**src/rtl/hfg_prefeature_gen_17x17_if.sv**
```systemverilog
// Descriptor, integral-RAM read port and result bundle for the Haar pre-feature generator.
// The slave modport is the generator; the master side drives descriptors and returns RAM data.
interface hfg_prefeature_gen_17x17_if #(
  parameter int unsigned IDATA_W = 17,
  parameter int unsigned OUT_W   = 21
);
  logic               iStart;
  logic [1:0]         iNum_Rect;
  logic [22:0]        iRect0;
  logic [22:0]        iRect1;
  logic [22:0]        iRect2;
  logic               iBank;
  logic               oRd_En;
  logic [9:0]         oRd_Addr;
  logic [IDATA_W-1:0] iRd_Data;
  logic               oBusy;
  logic               oValid;
  logic [OUT_W-1:0]   oPre_Feature;
  logic               oErr;

  modport master (
    output iStart, iNum_Rect, iRect0, iRect1, iRect2, iBank, iRd_Data,
    input  oRd_En, oRd_Addr, oBusy, oValid, oPre_Feature, oErr
  );

  modport slave (
    input  iStart, iNum_Rect, iRect0, iRect1, iRect2, iBank, iRd_Data,
    output oRd_En, oRd_Addr, oBusy, oValid, oPre_Feature, oErr
  );
endinterface

```
**src/rtl/hfg_prefeature_gen_17x17.sv**
```systemverilog
// Weighted 2/3-rectangle Haar pre-feature over an 18x18 integral-image window.
// Corner reads go out one per cycle; a tag pipeline lines each returned word up with its sign and weight.
module hfg_prefeature_gen_17x17 #(
  parameter int unsigned IDATA_W = 17,
  parameter int unsigned OUT_W   = 21
) (
  input  logic                       iClk,
  input  logic                       iReset,
  hfg_prefeature_gen_17x17_if.slave  bus
);

  localparam int unsigned ACC_W  = OUT_W + 1;
  localparam int unsigned ADDR_W = 10;
  localparam int unsigned LIN_W  = 9;
  localparam int unsigned IDX_W  = 4;
  localparam int unsigned DIM    = 18;

  typedef struct packed {
    logic [4:0]        x;
    logic [4:0]        y;
    logic [4:0]        w;
    logic [4:0]        h;
    logic signed [2:0] wt;
  } rect_t;

  typedef enum logic [2:0] {S_IDLE, S_CHECK, S_READ, S_DRAIN, S_DONE} state_t;

  state_t                   state_q, state_d;
  rect_t                    rect_q [3];
  rect_t                    rect_d [3];
  logic [1:0]               nrect_q, nrect_d;
  logic                     bank_q, bank_d;
  logic                     err_q, err_d;
  logic [IDX_W-1:0]         idx_q, idx_d;
  logic signed [ACC_W-1:0]  acc_q, acc_d;
  logic                     tag0_neg_q, tag0_neg_d;
  logic signed [2:0]        tag0_wt_q, tag0_wt_d;
  logic                     tag1_vld_q, tag1_neg_q;
  logic signed [2:0]        tag1_wt_q;
  logic                     rd_en_q, rd_en_d;
  logic [ADDR_W-1:0]        rd_addr_q, rd_addr_d;
  logic                     busy_q, busy_d;
  logic                     valid_q, valid_d;
  logic [OUT_W-1:0]         pre_q, pre_d;
  logic                     oerr_q, oerr_d;

  logic [IDATA_W-1:0]       rd_data;
  logic                     desc_bad;
  logic [IDX_W-1:0]         n_reads;
  logic signed [ACC_W-1:0]  data_s, wt_s, term;
  logic                     issue;
  logic [IDX_W-1:0]         issue_idx;
  rect_t                    cur;
  logic [4:0]               row, col;

  function automatic logic rect_bad(input rect_t r);
    return (r.w == 5'd0) || (r.h == 5'd0) ||
           ((6'(r.x) + 6'(r.w)) > 6'd17) || ((6'(r.y) + 6'(r.h)) > 6'd17);
  endfunction

  assign rd_data = bus.iRd_Data;

  // Descriptor check and signed weighted term of the returning word
  always_comb begin
    desc_bad = !((nrect_q == 2'd2) || (nrect_q == 2'd3)) ||
               rect_bad(rect_q[0]) || rect_bad(rect_q[1]) ||
               ((nrect_q == 2'd3) && rect_bad(rect_q[2]));
    n_reads  = (nrect_q == 2'd3) ? IDX_W'(12) : IDX_W'(8);
    data_s   = $signed(ACC_W'(rd_data));
    wt_s     = ACC_W'(tag1_wt_q);
    term     = data_s * wt_s;
  end

  always_comb begin
    state_d    = state_q;
    rect_d     = rect_q;
    nrect_d    = nrect_q;
    bank_d     = bank_q;
    err_d      = err_q;
    idx_d      = idx_q;
    acc_d      = tag1_vld_q ? (tag1_neg_q ? acc_q - term : acc_q + term) : acc_q;
    tag0_neg_d = tag0_neg_q;
    tag0_wt_d  = tag0_wt_q;
    rd_en_d    = 1'b0;
    rd_addr_d  = rd_addr_q;
    valid_d    = 1'b0;
    oerr_d     = 1'b0;
    pre_d      = pre_q;
    issue      = 1'b0;
    issue_idx  = idx_q;

    case (state_q)
      S_IDLE: begin
        if (bus.iStart) begin
          rect_d[0] = rect_t'(bus.iRect0);
          rect_d[1] = rect_t'(bus.iRect1);
          rect_d[2] = rect_t'(bus.iRect2);
          nrect_d   = bus.iNum_Rect;
          bank_d    = bus.iBank;
          state_d   = S_CHECK;
        end
      end
      S_CHECK: begin
        err_d = desc_bad;
        acc_d = '0;
        // A rejected descriptor still spends one DRAIN cycle so both paths share the DONE timing
        if (desc_bad) begin
          state_d = S_DRAIN;
        end else begin
          state_d   = S_READ;
          issue     = 1'b1;
          issue_idx = '0;
        end
      end
      S_READ: begin
        if (idx_q == n_reads) state_d = S_DRAIN;
        else                  issue   = 1'b1;
      end
      S_DRAIN: begin
        state_d = S_DONE;
        valid_d = 1'b1;
        oerr_d  = err_q;
        pre_d   = err_q ? '0 : OUT_W'(acc_d);
      end
      S_DONE:  state_d = S_IDLE;
      default: state_d = S_IDLE;
    endcase

    // Corner order per rectangle: A(y,x) B(y,x+w) C(y+h,x) D(y+h,x+w)
    cur = rect_q[issue_idx[3:2]];
    row = issue_idx[1] ? (cur.y + cur.h) : cur.y;
    col = issue_idx[0] ? (cur.x + cur.w) : cur.x;
    if (issue) begin
      rd_en_d    = 1'b1;
      rd_addr_d  = {bank_q, LIN_W'(row) * LIN_W'(DIM) + LIN_W'(col)};
      tag0_neg_d = issue_idx[0] ^ issue_idx[1];
      tag0_wt_d  = cur.wt;
      idx_d      = issue_idx + IDX_W'(1);
    end

    busy_d = (state_d == S_CHECK) || (state_d == S_READ) || (state_d == S_DRAIN);
  end

  always_ff @(posedge iClk or posedge iReset) begin
    if (iReset) begin
      state_q    <= S_IDLE;
      rect_q     <= '{default: '0};
      nrect_q    <= '0;
      bank_q     <= 1'b0;
      err_q      <= 1'b0;
      idx_q      <= '0;
      acc_q      <= '0;
      tag0_neg_q <= 1'b0;
      tag0_wt_q  <= '0;
      tag1_vld_q <= 1'b0;
      tag1_neg_q <= 1'b0;
      tag1_wt_q  <= '0;
      rd_en_q    <= 1'b0;
      rd_addr_q  <= '0;
      busy_q     <= 1'b0;
      valid_q    <= 1'b0;
      pre_q      <= '0;
      oerr_q     <= 1'b0;
    end else begin
      state_q    <= state_d;
      rect_q     <= rect_d;
      nrect_q    <= nrect_d;
      bank_q     <= bank_d;
      err_q      <= err_d;
      idx_q      <= idx_d;
      acc_q      <= acc_d;
      tag0_neg_q <= tag0_neg_d;
      tag0_wt_q  <= tag0_wt_d;
      tag1_vld_q <= rd_en_q;
      tag1_neg_q <= tag0_neg_q;
      tag1_wt_q  <= tag0_wt_q;
      rd_en_q    <= rd_en_d;
      rd_addr_q  <= rd_addr_d;
      busy_q     <= busy_d;
      valid_q    <= valid_d;
      pre_q      <= pre_d;
      oerr_q     <= oerr_d;
    end
  end

  assign bus.oRd_En       = rd_en_q;
  assign bus.oRd_Addr     = rd_addr_q;
  assign bus.oBusy        = busy_q;
  assign bus.oValid       = valid_q;
  assign bus.oPre_Feature = pre_q;
  assign bus.oErr         = oerr_q;

endmodule
```
**src/flat_wrapper.sv**
```systemverilog
// flat-port wrapper written by rule: the top's interface ports become plain ports
module hfg_prefeature_gen_17x17_flat 
#(
  parameter int unsigned IDATA_W = 17,
  parameter int unsigned OUT_W   = 21
)
  (iClk, iReset, bus_iStart, bus_iNum_Rect, bus_iRect0, bus_iRect1, bus_iRect2, bus_iBank, bus_iRd_Data, bus_oRd_En, bus_oRd_Addr, bus_oBusy, bus_oValid, bus_oPre_Feature, bus_oErr);
  hfg_prefeature_gen_17x17_if #(.IDATA_W(IDATA_W), .OUT_W(OUT_W)) bus_i ();
  input  logic iClk;
  input  logic iReset;
  input wire logic [$bits(bus_i.iStart)-1:0] bus_iStart;
  input wire logic [$bits(bus_i.iNum_Rect)-1:0] bus_iNum_Rect;
  input wire logic [$bits(bus_i.iRect0)-1:0] bus_iRect0;
  input wire logic [$bits(bus_i.iRect1)-1:0] bus_iRect1;
  input wire logic [$bits(bus_i.iRect2)-1:0] bus_iRect2;
  input wire logic [$bits(bus_i.iBank)-1:0] bus_iBank;
  input wire logic [$bits(bus_i.iRd_Data)-1:0] bus_iRd_Data;
  output wire logic [$bits(bus_i.oRd_En)-1:0] bus_oRd_En;
  output wire logic [$bits(bus_i.oRd_Addr)-1:0] bus_oRd_Addr;
  output wire logic [$bits(bus_i.oBusy)-1:0] bus_oBusy;
  output wire logic [$bits(bus_i.oValid)-1:0] bus_oValid;
  output wire logic [$bits(bus_i.oPre_Feature)-1:0] bus_oPre_Feature;
  output wire logic [$bits(bus_i.oErr)-1:0] bus_oErr;
  assign bus_i.iStart = bus_iStart;
  assign bus_i.iNum_Rect = bus_iNum_Rect;
  assign bus_i.iRect0 = bus_iRect0;
  assign bus_i.iRect1 = bus_iRect1;
  assign bus_i.iRect2 = bus_iRect2;
  assign bus_i.iBank = bus_iBank;
  assign bus_i.iRd_Data = bus_iRd_Data;
  assign bus_oRd_En = bus_i.oRd_En;
  assign bus_oRd_Addr = bus_i.oRd_Addr;
  assign bus_oBusy = bus_i.oBusy;
  assign bus_oValid = bus_i.oValid;
  assign bus_oPre_Feature = bus_i.oPre_Feature;
  assign bus_oErr = bus_i.oErr;
  hfg_prefeature_gen_17x17 #(.IDATA_W(IDATA_W), .OUT_W(OUT_W)) u_core (.iClk(iClk), .iReset(iReset), .bus(bus_i));
endmodule
```
**config.mk**
```make
export PLATFORM = sky130hd
export DESIGN_NAME = hfg_prefeature_gen_17x17_flat
export DESIGN_NICKNAME = d
export VERILOG_FILES = /design/src/rtl/hfg_prefeature_gen_17x17_if.sv /design/src/rtl/hfg_prefeature_gen_17x17.sv /design/src/flat_wrapper.sv
export SDC_FILE = /design/constraint.sdc
export NUM_CORES = 1
export LEC_CHECK = 0
export CAP_MARGIN = 20
export CORE_MARGIN = 5
export CORE_UTILIZATION = 40
export CTS_BUF_LIST = sky130_fd_sc_hd__clkbuf_4 sky130_fd_sc_hd__clkbuf_8
export CTS_CLUSTER_SIZE = 16
export DETAILED_ROUTE_END_ITERATION = 10
export GPL_TIMING_DRIVEN = 0
export SLEW_MARGIN = 30
export SYNTH_ARGS = -nofsm -noshare
export SYNTH_HDL_FRONTEND = slang
export SYNTH_SLANG_ARGS = --single-unit
```
**constraint.sdc**
```tcl
create_clock -name iClk -period 5.92 [get_ports iClk]
set_input_delay 1.184 -clock iClk [delete_from_list [all_inputs] [get_ports iClk]]
set_output_delay 1.184 -clock iClk [all_outputs]
set_load 0.02 [all_outputs]
```
; ---- Yosys cells after proc, flatten, opt, wreduce, memory -nomap -nowiden
; Index checks and enable logic that the tools add are counted.
[totals]
elab_cells = 113
ff_bits = 146
out_inout_bits = 35
inputBits = 92
[classes]
n_bitwise = 2
n_reduce_logical = 26
add_sub_neg = 12
mux = 22
eq_ne = 9
mul = 2
n_lt_le_gt_ge = 7
[op_table]
columns = cell, count
row1 = $mux W22, 3
row2 = $bmux W23 S2, 1
row3 = $mux W23, 2
row4 = $add A5 B5 Y6, 6
row5 = $gt A6 B5 Y1 const B, 6
row6 = $logic_not A5 Y1, 6
row7 = $add A22 B22 Y22, 1
row8 = $sub A22 B22 Y22, 1
row9 = $mul A18 B3 Y21, 1
row10 = $mux W21, 1
row11 = $logic_or A1 B1 Y1, 15
row12 = $eq A3 B2 Y1 const B, 4
row13 = $pmux W3 S4, 1
row14 = $add A5 B5 Y5, 2
row15 = $mux W5, 2
row16 = $add A9 B5 Y9, 1
row17 = $mux W3, 3
row18 = $mul A5 B4 Y8 const B, 1
row19 = $mux W4, 2
row20 = $eq A3 B1 Y1 const B, 2
row21 = $mux W1, 6
row22 = $add A4 B1 Y4 const B, 1
row23 = $eq A2 B2 Y1 const B, 2
row24 = $eq A4 B4 Y1, 1
row25 = other kinds (9), 9

; ---- Depth between registers and ports, before layout
; Gate-level depths: netlist (run 1).
[logic_depth]
word_depth = 17
ltp_mapped = 33
mapped_depth_nobuf = 31

; ---- Worst setup path after synthesis (run 1)
; Ideal clock, no wire load.
[synth_timing]
path_type = input port to flip-flop
startpoint = in bus_iRd_Data[0]
endpoint = reg u_core.acc_q[20]
n_path_buf = 0
t_required_ns = 5.800
t_arrival_ns = 6.870
stages = 26
setup_time_ns = 0.120
path_slack_ns = -1.070
cell_sequence = nand2b_1 fa_1 fa_1 inv_1 ha_1 inv_1 fa_1 xor2_1 nand3_1 or3_1 or3_1 nor3_2 and2_0 nor2_1 xnor2_1 ha_1 and3_1 a221o_1 a221o_1 a31oi_1 o21ai_1 a31oi_1 xnor2_2 xnor2_2 a21oi_1 a31o_1
[synth_between]
elab_chain_cells = 5
word_cells_on_any_way = 6
cone_classes = add/sub (2) / mul (1) / mux (3)
[synth_rtl]
columns = item, line_no
row1 = from (decl), flat_wrapper.sv:17  ; input wire logic [$bits(bus_i.iRd_Data)-1:0] bus_iRd_Data;
row2 = $mul A18 B3 Y21 (*), hfg_prefeature_gen_17x17.sv:71  ; term = data_s * wt_s;
row3 = $add A22 B22 Y22 / $sub A22 B22 Y22 (equally long branches), hfg_prefeature_gen_17x17.sv:81  ; acc_d = tag1_vld_q ? (tag1_neg_q ? acc_q - term : acc_q + term) : acc_q;
row4 = $mux W22 (*) (2 in a row), hfg_prefeature_gen_17x17.sv:81
row5 = $mux W22 (*), hfg_prefeature_gen_17x17.sv:92  ; case (state_q)
row6 = named net u_core.acc_d[20], hfg_prefeature_gen_17x17.sv:35  ; logic signed [ACC_W-1:0] acc_q, acc_d;
row7 = to (signal assigned), hfg_prefeature_gen_17x17.sv:152  ; acc_q <= '0;
row8 = to (signal assigned), hfg_prefeature_gen_17x17.sv:171  ; acc_q <= acc_d;
row9 = to (decl), hfg_prefeature_gen_17x17.sv:35
; Mark *: on every way through the listed nets, which the timed path passes. The rest lies on a longest branch. The select of a mux whose other input is x is not followed.
; A chain may end at the register's enable or synchronous reset.

; ---- Worst setup path after layout (run 1)
; Same ends and word-level chain as after synthesis.

==> results.yml, run 1 <==
floorplan:
  rows: 61
  fp.dieH_um: 178
  coreArea_mm2: 0.0278
  start_util: 0.405
  dieArea_mm2: 0.0316
  die_w_um: 178
  boundaryPins: 127
timing:
  setup_viol: 11
  fmax_mhz: 149
  rsz0062_at_grt: "true"
  maxSlewViolCount: 0
  relSlewSlack: 0.457
  max_slew.worst_pin.slew_ps: 814
  layout_min_cycle_time_ps: 6700
  hold_viol_final: 0
  setup_slack_ps: -777
  post-route-period-util: 1.13
  fin_skew_ps: 19.9
clock_network:
  htreeDepth: 4
  cts_root_buffer: "clkbuf_8"
  cts_tree: "built"
  clk_pin_slew_ps: 80
  cts-hold-fix-buffers: 0
  clockBufferDepth: 2
  insertion_delay_ps: 460
  clock-sinks: 144
  cts_made_buffers: 17
synth:
  synth_top_area_frac: 0.320
  syn_nets: 1438
  netlist_top_cells_area: "dfrtp_1 (32%), ha_1 (11%), mux2_2 (6.1%)"
  avgSynthCellArea_um2: 9.26
  yosysSeqAreaShare: 0.320
  yosys_warnings: 0
  syn_area_mm2: 0.0113
  ys.flop_type: "dfrtp_1"
  synthArstFlopShare: 1.00
  synth_top_area_cell: "dfrtp_1"
  ys_ff_latch: 144
  yosysUniqueCellTypes: 82
  synth_edf_count: 0
  syn-instance-count: 1215
layout:
  final_cell_mix: "dfrtp_1 (139), clkdlybuf4s50_1 (118), nor2_1 (111)"
  areaGrowthSynthToFinish_pct: 30.1
  drive_above_1_share: 0.226
  diodes: 0
  design_area_mm2: 0.0146
  final_nets: 1651
  final_common_cell: "dfrtp_1"
  fillers: 2607
  fin_util: 0.527
drt:
  vias_per_cell: 5.35
  wirelength_um: 32000
  drt_iter0_markers: 466
  vias: 9722
  ant_nets: 0
  drt_first_pass_iters: 7
  wl_per_cell_um: 17.6
  drc: 0
setup_path:
  rrSetupSlack_ps: -580
  worst_setup_path_end_kind: "flip-flop"
  r2r_start: "u_core.tag1_wt_q[2]$_DFF_PP0_"
  critical_path.top_delay_family: "adder cells"
  cp_num_buf_inv: 4
  crit_type: "in2reg"
  slowest_stage: "fa_1"
  r2r-end: "u_core.acc_q[20]$_DFF_PP0_"
  cp_slowest_stage_delay_ps: 510
  crit_path_start_kind: "input port"
  cpMostUsedCell: "xnor2_2"
  r2r_cells: 26
  critPathMaxFanout: 5
  required_ps: 6260
  arrival_ps: 7040
global_routing:
  gr-total-overflow: 0
  track_usage: 0.200
  grt_pass1_vias: 9739
  antenna_found_initial: 0
  grt_pass1_wl_um: 50100
  grt_max_degree: 83
job:
  cap_violations: 0
run_status:
  violations: "negative setup slack"
  outcome: "finished, violations left"
placed_design:
  place_congestion: 0.899
  place.port_buffers: 126
  placed_cell_area_mm2: 0.0131
  hpwl_um: 24100
hold_path:
  holdCritPathClass: "reg2reg"
  hp-start: "u_core.tag0_wt_q[2]$_DFFE_PP0P_"
  holdPathStages: 0
  min_to: "u_core.tag1_wt_q[2]$_DFF_PP0_"
==> what timing repair did <==
action | in CTS | in global routing
cloned | 0 | 0
pin swaps | 62 | 61
gates resized for setup | 118 | 49
buffers inserted | 52 | 18
setup endpoints to repair | 21 | 18
==> Yosys cell counts (5+ instances only) <==
| master | instances |
|---|---|
| xnor2_1 | 46 |
| and3_1 | 6 |
| a31oi_1 | 16 |
| xor2_1 | 24 |
| a211oi_1 | 7 |
| ha_1 | 103 |
| a22oi_1 | 11 |
| nor2_1 | 116 |
| o31ai_1 | 6 |
| a221oi_1 | 5 |
| or2_2 | 6 |
| nor3b_1 | 8 |
| a21oi_1 | 64 |
| inv_1 | 94 |
| mux2i_1 | 27 |
| a21o_1 | 18 |
| or3_1 | 7 |
| clkbuf_1 | 34 |
| nor3_1 | 15 |
| o21a_1 | 10 |
| fa_1 | 28 |
| and2_1 | 7 |
| nand2_1 | 104 |
| or4_1 | 6 |
| nor2b_1 | 31 |
| o21ai_0 | 65 |
| dfrtp_1 | 144 |
| mux2_2 | 61 |
| nand3_1 | 13 |
| nand2b_1 | 24 |
==> worst max-delay path by stage <==
stage,depth (start not counted),end,startpoint
4_1_cts,26,u_core.acc_q[20]$_DFF_PP0_,bus_iRd_Data[2]
3_5_place_dp,28,u_core.acc_q[20]$_DFF_PP0_,bus_iRd_Data[2]
6_report,28,u_core.acc_q[20]$_DFF_PP0_,bus_iRd_Data[0]
3_3_place_gp,28,u_core.acc_q[20]$_DFF_PP0_,bus_iRd_Data[2]
5_1_grt,28,u_core.acc_q[20]$_DFF_PP0_,bus_iRd_Data[0]
2_1_floorplan,27,u_core.acc_q[20]$_DFF_PP0_,bus_iRd_Data[0]
==> state kept, by name, indices dropped and copies added (netlist names) <==
name                     flops
u_core.rect_q               69
u_core.acc_q                21
u_core.bus.oPre_Feature     21
u_core.bus.oRd_Addr         10
u_core.idx_q                 4
u_core.state_q               3
u_core.tag0_wt_q             3
u_core.tag1_wt_q             3
u_core.nrect_q               2
u_core.bank_q                1
u_core.bus.oBusy             1
u_core.bus.oErr              1
u_core.bus.oRd_En            1
u_core.bus.oValid            1
u_core.err_q                 1
u_core.tag1_neg_q            1
u_core.tag1_vld_q            1
==> metrics by stage <==
| stage | hold slack [ps] | setup TNS, ps | worst slack [ps] | std cells |
|---|---|---|---|---|
| 6_report | 380 | -5370 | -777 | 1818 |
| 5_1_grt | 394 | -7620 | -937 | 1818 |
| 4_1_cts | 379 | -3020 | -725 | 1801 |
| 3_5_place_dp | 362 | -22490 | -1890 | 1720 |
| 3_3_place_gp | 361 | -212230 | -1860 | 1719 |
| 2_1_floorplan | 354 | -2310 | -727 | 1215 |
==> logic make-up (layout without fill, tap and decap cells) <==
kind of cell               after synthesis  count (layout)  synth area share
adders and majority gates              131             131             0.164
DFF                                    144             144             0.320
and+or+nand+nor                        376             376             0.168
xor gates and xnor gates                73              73            0.0588
AOI/OAI and AO/OA                      263             263             0.155
buffers and inverters                  140             365            0.0485
muxes                                   88              88            0.0851
==> per-layer routing <==
layer / GRT usage / up-vias / share of wire
li1: - / 4665 / -
met1: 0.246 / 4746 / 0.42
met2: 0.360 / 252 / 0.52
met3: 0.0294 / 59 / 0.039
met4: 0.0625 / 0 / 0.025
met5: 0 / - / 0
==> layout make-up <==
type	count	area, µm²	share of cell area
Clock inverter	13	140	0.00957
Inverter	96	368	0.0251
Clock buffer	18	241	0.0165
Tap cell	378	473	0.0323
Sequential cell	144	3610	0.246
Timing Repair Buffer	197	1810	0.123
Buffer	41	210	0.0144
Multi-Input combinational cell	931	7790	0.532
Power of run 1 is left out: the tool's default activity adds up to more than one toggle a clock period on the data nets, which glitch-free logic cannot reach.
==> inputs of run 2 (changes only) <==
- CORE_UTILIZATION: 40 -> 30
==> run 2 against run 1 <==
Net effect:
- the run still ends with negative setup slack left
- highest routed layer unchanged
- routed wire length is 6.4% higher
- critical path type unchanged
- maximum frequency is 1.6% higher
- worst setup slack better by 110 ps
- largest cell class unchanged
- sequential share of layout area is 0.58 points lower
- core utilization is 12 points lower
- hold slack better by 4.4 ps
- non-clock buffer count is 23 higher
==> results.yml, run 2 (synthesized netlist as in run 1, its figures left out) <==
run_status:
  outcome: "finished, violations left"
  violations: "negative setup slack"
setup_path:
  cp_slowest_stage_delay_ps: 460
  critPathMaxFanout: 3
  rrSetupSlack_ps: -550
  r2r-end: "u_core.acc_q[20]$_DFF_PP0_"
  crit_path_start_kind: "input port"
  r2r_start: "u_core.tag1_wt_q[0]$_DFF_PP0_"
  cpMostUsedCell: "xnor2_2"
  r2r_cells: 26
  required_ps: 6260
  slowest_stage: "fa_1"
  arrival_ps: 6930
  worst_setup_path_end_kind: "flip-flop"
  crit_type: "in2reg"
  critical_path.top_delay_family: "compound AO/OA/AOI/OAI gates"
  cp_num_buf_inv: 3
layout:
  final_common_cell: "dfrtp_1"
  final_cell_mix: "dfrtp_1 (134), clkdlybuf4s50_1 (118), nor2_1 (111)"
  largest_reg_flops: 69
  design_area_mm2: 0.0150
  top_register: "u_core.rect_q"
  diodes: 0
  final_nets: 1674
  drive_above_1_share: 0.249
  fin_util: 0.403
  areaGrowthSynthToFinish_pct: 33.5
hold_path:
  min_to: "u_core.tag1_wt_q[0]$_DFF_PP0_"
  holdCritPathClass: "reg2reg"
  holdPathStages: 0
  hp-start: "u_core.tag0_wt_q[0]$_DFFE_PP0P_"
timing:
  fin_skew_ps: 33.6
  max_slew.worst_pin.slew_ps: 827
  fmax_mhz: 152
  hold_viol_final: 0
  post-route-period-util: 1.11
  setup_viol: 17
  relSlewSlack: 0.443
  setup_slack_ps: -669
  rsz0062_at_grt: "true"
  maxSlewViolCount: 0
  layout_min_cycle_time_ps: 6590
job:
  cap_violations: 0
global_routing:
  gr-total-overflow: 0
  grt_pass1_vias: 9999
  antenna_found_initial: 0
  grt_max_degree: 91
  grt_pass1_wl_um: 52900
  track_usage: 0.159
floorplan:
  rows: 71
  fp.dieH_um: 204
  start_util: 0.302
  coreArea_mm2: 0.0373
  die_w_um: 204
  boundaryPins: 127
  dieArea_mm2: 0.0415
clock_network:
  clock-sinks: 144
  cts-hold-fix-buffers: 0
  clockBufferDepth: 2
  htreeDepth: 4
  insertion_delay_ps: 480
  cts_made_buffers: 17
  cts_root_buffer: "clkbuf_8"
  clk_pin_slew_ps: 90
  cts_tree: "built"
placed_design:
  place.port_buffers: 126
  hpwl_um: 26000
  place_congestion: 0.898
  place_ws_ps: -1890
  placed_cell_area_mm2: 0.0132
drt:
  vias: 9795
  wirelength_um: 34000
  ant_nets: 0
  vias_per_cell: 5.06
  drt_iter0_markers: 512
  wl_per_cell_um: 17.6
  drc: 0
  drt_first_pass_iters: 5
[run 2: final cells by class]
type | count | area, µm²
inverters | 96 | 368
multi-input cells | 931 | 7850
clock inverters | 13 | 115
repair buffers | 221 | 2030
clock buffers | 17 | 234
well taps | 474 | 593
flip-flops and latches | 144 | 3620
plain buffers | 40 | 214
fillers | 3724 | 22300
[run 2: how the worst max path moves through the flow]
stage,from,to,cells past startpoint
2_1_floorplan,bus_iRd_Data[0],u_core.acc_q[20]$_DFF_PP0_,27
6_report,bus_iRd_Data[0],u_core.acc_q[20]$_DFF_PP0_,28
4_1_cts,bus_iRd_Data[0],u_core.acc_q[20]$_DFF_PP0_,28
3_5_place_dp,bus_iRd_Data[2],u_core.acc_q[20]$_DFF_PP0_,28
3_3_place_gp,bus_iRd_Data[2],u_core.acc_q[20]$_DFF_PP0_,28
5_1_grt,bus_iRd_Data[4],u_core.bus.oPre_Feature[20]$_DFFE_PP0P_,26
[run 2: routing by layer]
metal	up-vias	GRT usage	wire length [µm]
met3	47	0.0264	1380
met2	225	0.288	17400
met5	-	0	0
met4	0	0.0400	766
li1	4720	-	-
met1	4803	0.198	14500
[run 2: per-stage QoR]
step | hold slack [ps] | TNS [ps] | instances
finish | 384 | -4720 | 1936
global route | 402 | -8860 | 1936
CTS | 386 | -3990 | 1909
detailed placement | 366 | -22200 | 1816
global placement | 365 | -199080 | 1815
floorplan | 354 | -2310 | 1215
[run 2: repair_timing]
| item | in CTS | in global routing |
|---|---|---|
| gates resized for setup | 127 | 76 |
| buffers inserted | 66 | 31 |
| pin swaps | 67 | 69 |
| endpoints found under the setup margin | 21 | 18 |
[run 2: worst register-to-register path, delay by kind of cell, from the launching register on]
family / cells / cell delay, ps
buf+inv: 2 / 390
compound gates: 10 / 2190
xor+xnor: 3 / 520
flops: 1 / 580
simple gates: 7 / 1320
fa+ha+maj: 4 / 1350
Power of run 2 is left out for the same reason.
==> inputs of run 3 (changes only) <==
- CELL_PAD_IN_SITES_DETAIL_PLACEMENT: not set -> 1
- CELL_PAD_IN_SITES_GLOBAL_PLACEMENT: not set -> 1
- PLACE_DENSITY_LB_ADDON: not set -> 0.1
==> run 3 against run 2 <==
Net effect:
- the run still ends with negative setup slack left
- via count down 2.0%
- clock skew decreased by 15 ps
- sequential share of layout area is 0.36 points higher
- hold slack worse by 2.9 ps
- die area did not move
- non-clock buffer count fell by 24
- register-to-register slack better by 180 ps
- final cell count down 1.1%
- count of clock-buffer cells in the layout up 4
- worst setup slack better by 140 ps
- cell area shrank 1.4%
==> results.yml, run 3 (synthesized netlist as in run 1, its figures left out) <==
global_routing:
  track_usage: 0.179
  grt_max_degree: 81
  grt_pass1_vias: 10500
  grt_pass1_wl_um: 58000
  gr-total-overflow: 0
  antenna_found_initial: 0
layout:
  diodes: 0
  areaGrowthSynthToFinish_pct: 31.6
  stdcell_count: 1914
  fin_util: 0.397
  multi_input_area_mm2: 0.00782
  ff_latch_area_mm2: 0.00362
  largest_reg_flops: 69
  drive_above_1_share: 0.236
  final_cell_mix: "dfrtp_1 (132), clkdlybuf4s50_1 (117), nor2_1 (113)"
  fillers: 4284
  final_common_cell: "dfrtp_1"
  top_register: "u_core.rect_q"
  final_nets: 1650
setup_path:
  crit_path_start_kind: "input port"
  worst_setup_path_end_kind: "flip-flop"
  crit_type: "in2reg"
  cp_num_cells: 28
  required_ps: 6310
  slowest_stage: "fa_1"
  arrival_ps: 6840
  critical_path.top_delay_family: "adder cells"
  cp_num_buf_inv: 4
  critPathMaxFanout: 5
  cpMostUsedCell: "xnor2_2"
  r2r_cells: 26
  cp_slowest_stage_delay_ps: 460
clock_network:
  cts-hold-fix-buffers: 0
  cts_made_buffers: 17
  clock-sinks: 144
  htreeDepth: 4
  clk_pin_slew_ps: 90
  cts_root_buffer: "clkbuf_8"
  clockBufferDepth: 2
  insertion_delay_ps: 500
  cts_tree: "built"
timing:
  maxSlewViolCount: 0
  setup_slack_ps: -528
  post-route-period-util: 1.09
  hold_viol_final: 0
  fin_skew_ps: 18.9
  setup_viol: 12
  rsz0062_at_grt: "true"
  relSlewSlack: 0.428
  max_slew.worst_pin.slew_ps: 858
  fmax_mhz: 155
  layout_min_cycle_time_ps: 6450
placed_design:
  place_congestion: 0.840
  place_ws_ps: -1920
  place.port_buffers: 126
  hpwl_um: 28800
  dp.cells: 1816
drt:
  ant_nets: 0
  drc: 0
  vias: 9600
  wirelength_um: 37100
  vias_per_cell: 5.02
  wl_per_cell_um: 19.4
  drt_first_pass_iters: 4
  drt_iter0_markers: 307
hold_path:
  holdCritPathClass: "reg2reg"
  holdPathStages: 0
run_status:
  violations: "negative setup slack"
  outcome: "finished, violations left"
floorplan:
  start_util: 0.302
  dieArea_mm2: 0.0415
  boundaryPins: 127
  rows: 71
  die_w_um: 204
  fp.dieH_um: 204
  coreArea_mm2: 0.0373
job:
  cap_violations: 0
[run 3: changes by cell type in the layout (fill, tap and decap cells not counted), moves of 3 or more]
cell      previous run  this run
buf_4               84        67
buf_6               13         5
ha_4                11        15
clkbuf_4             0         3
ha_1                86        83
nand2b_1            16        19
nand2b_4             8         5
o21ai_2             10         7
[run 3: stage by stage]
stage / setup TNS, ps / area, µm² / hold WS, ps
finish: -3090 / 14800 / 381
global route: -6330 / 14800 / 395
CTS: -3120 / 14400 / 385
detailed placement: -26140 / 13200 / 365
global placement: -249220 / 13200 / 362
floorplan: -2310 / 11300 / 354
[run 3: layout make-up]
class,instances,area share
repair buffers,196,0.123
multi-input cells,931,0.528
clock inverters,11,0.00558
inverters,96,0.0248
plain buffers,41,0.0157
clock buffers,21,0.0182
well taps,474,0.0400
flip-flops and latches,144,0.244
[run 3: final timing paths]
| path | from | end | slack [ps] |
|---|---|---|---|
| worst max-delay path | bus_iRd_Data[0] | u_core.acc_q[20]$_DFF_PP0_ | -530 |
| worst min-delay path | u_core.tag0_wt_q[2]$_DFFE_PP0P_ | u_core.tag1_wt_q[2]$_DFF_PP0_ | 380 |
| worst max register to register | u_core.tag1_wt_q[2]$_DFF_PP0_ | u_core.acc_q[20]$_DFF_PP0_ | -370 |
| worst min register to register | u_core.tag0_wt_q[2]$_DFFE_PP0P_ | u_core.tag1_wt_q[2]$_DFF_PP0_ | 380 |
| max in group asynchronous | iReset | u_core.rect_q[3]$_DFFE_PP0P_ | 3950 |
| min in group asynchronous | iReset | u_core.bus.oValid$_DFF_PP0_ | 1150 |
[run 3: repair_timing]
item | in CTS | in global routing
resized for setup | 134 | 56
endpoints found under the setup margin | 23 | 17
pin swaps | 67 | 59
setup buffers | 45 | 24
[run 3: per-layer routing]
metal  vias up  part of all wire  track usage
li1       4679                 -            -
met1      4748              0.41        0.212
met2       132              0.53        0.331
met3        41             0.029       0.0281
met4         0             0.023       0.0532
met5         -                 0            0
Power of run 3 is left out for the same reason.
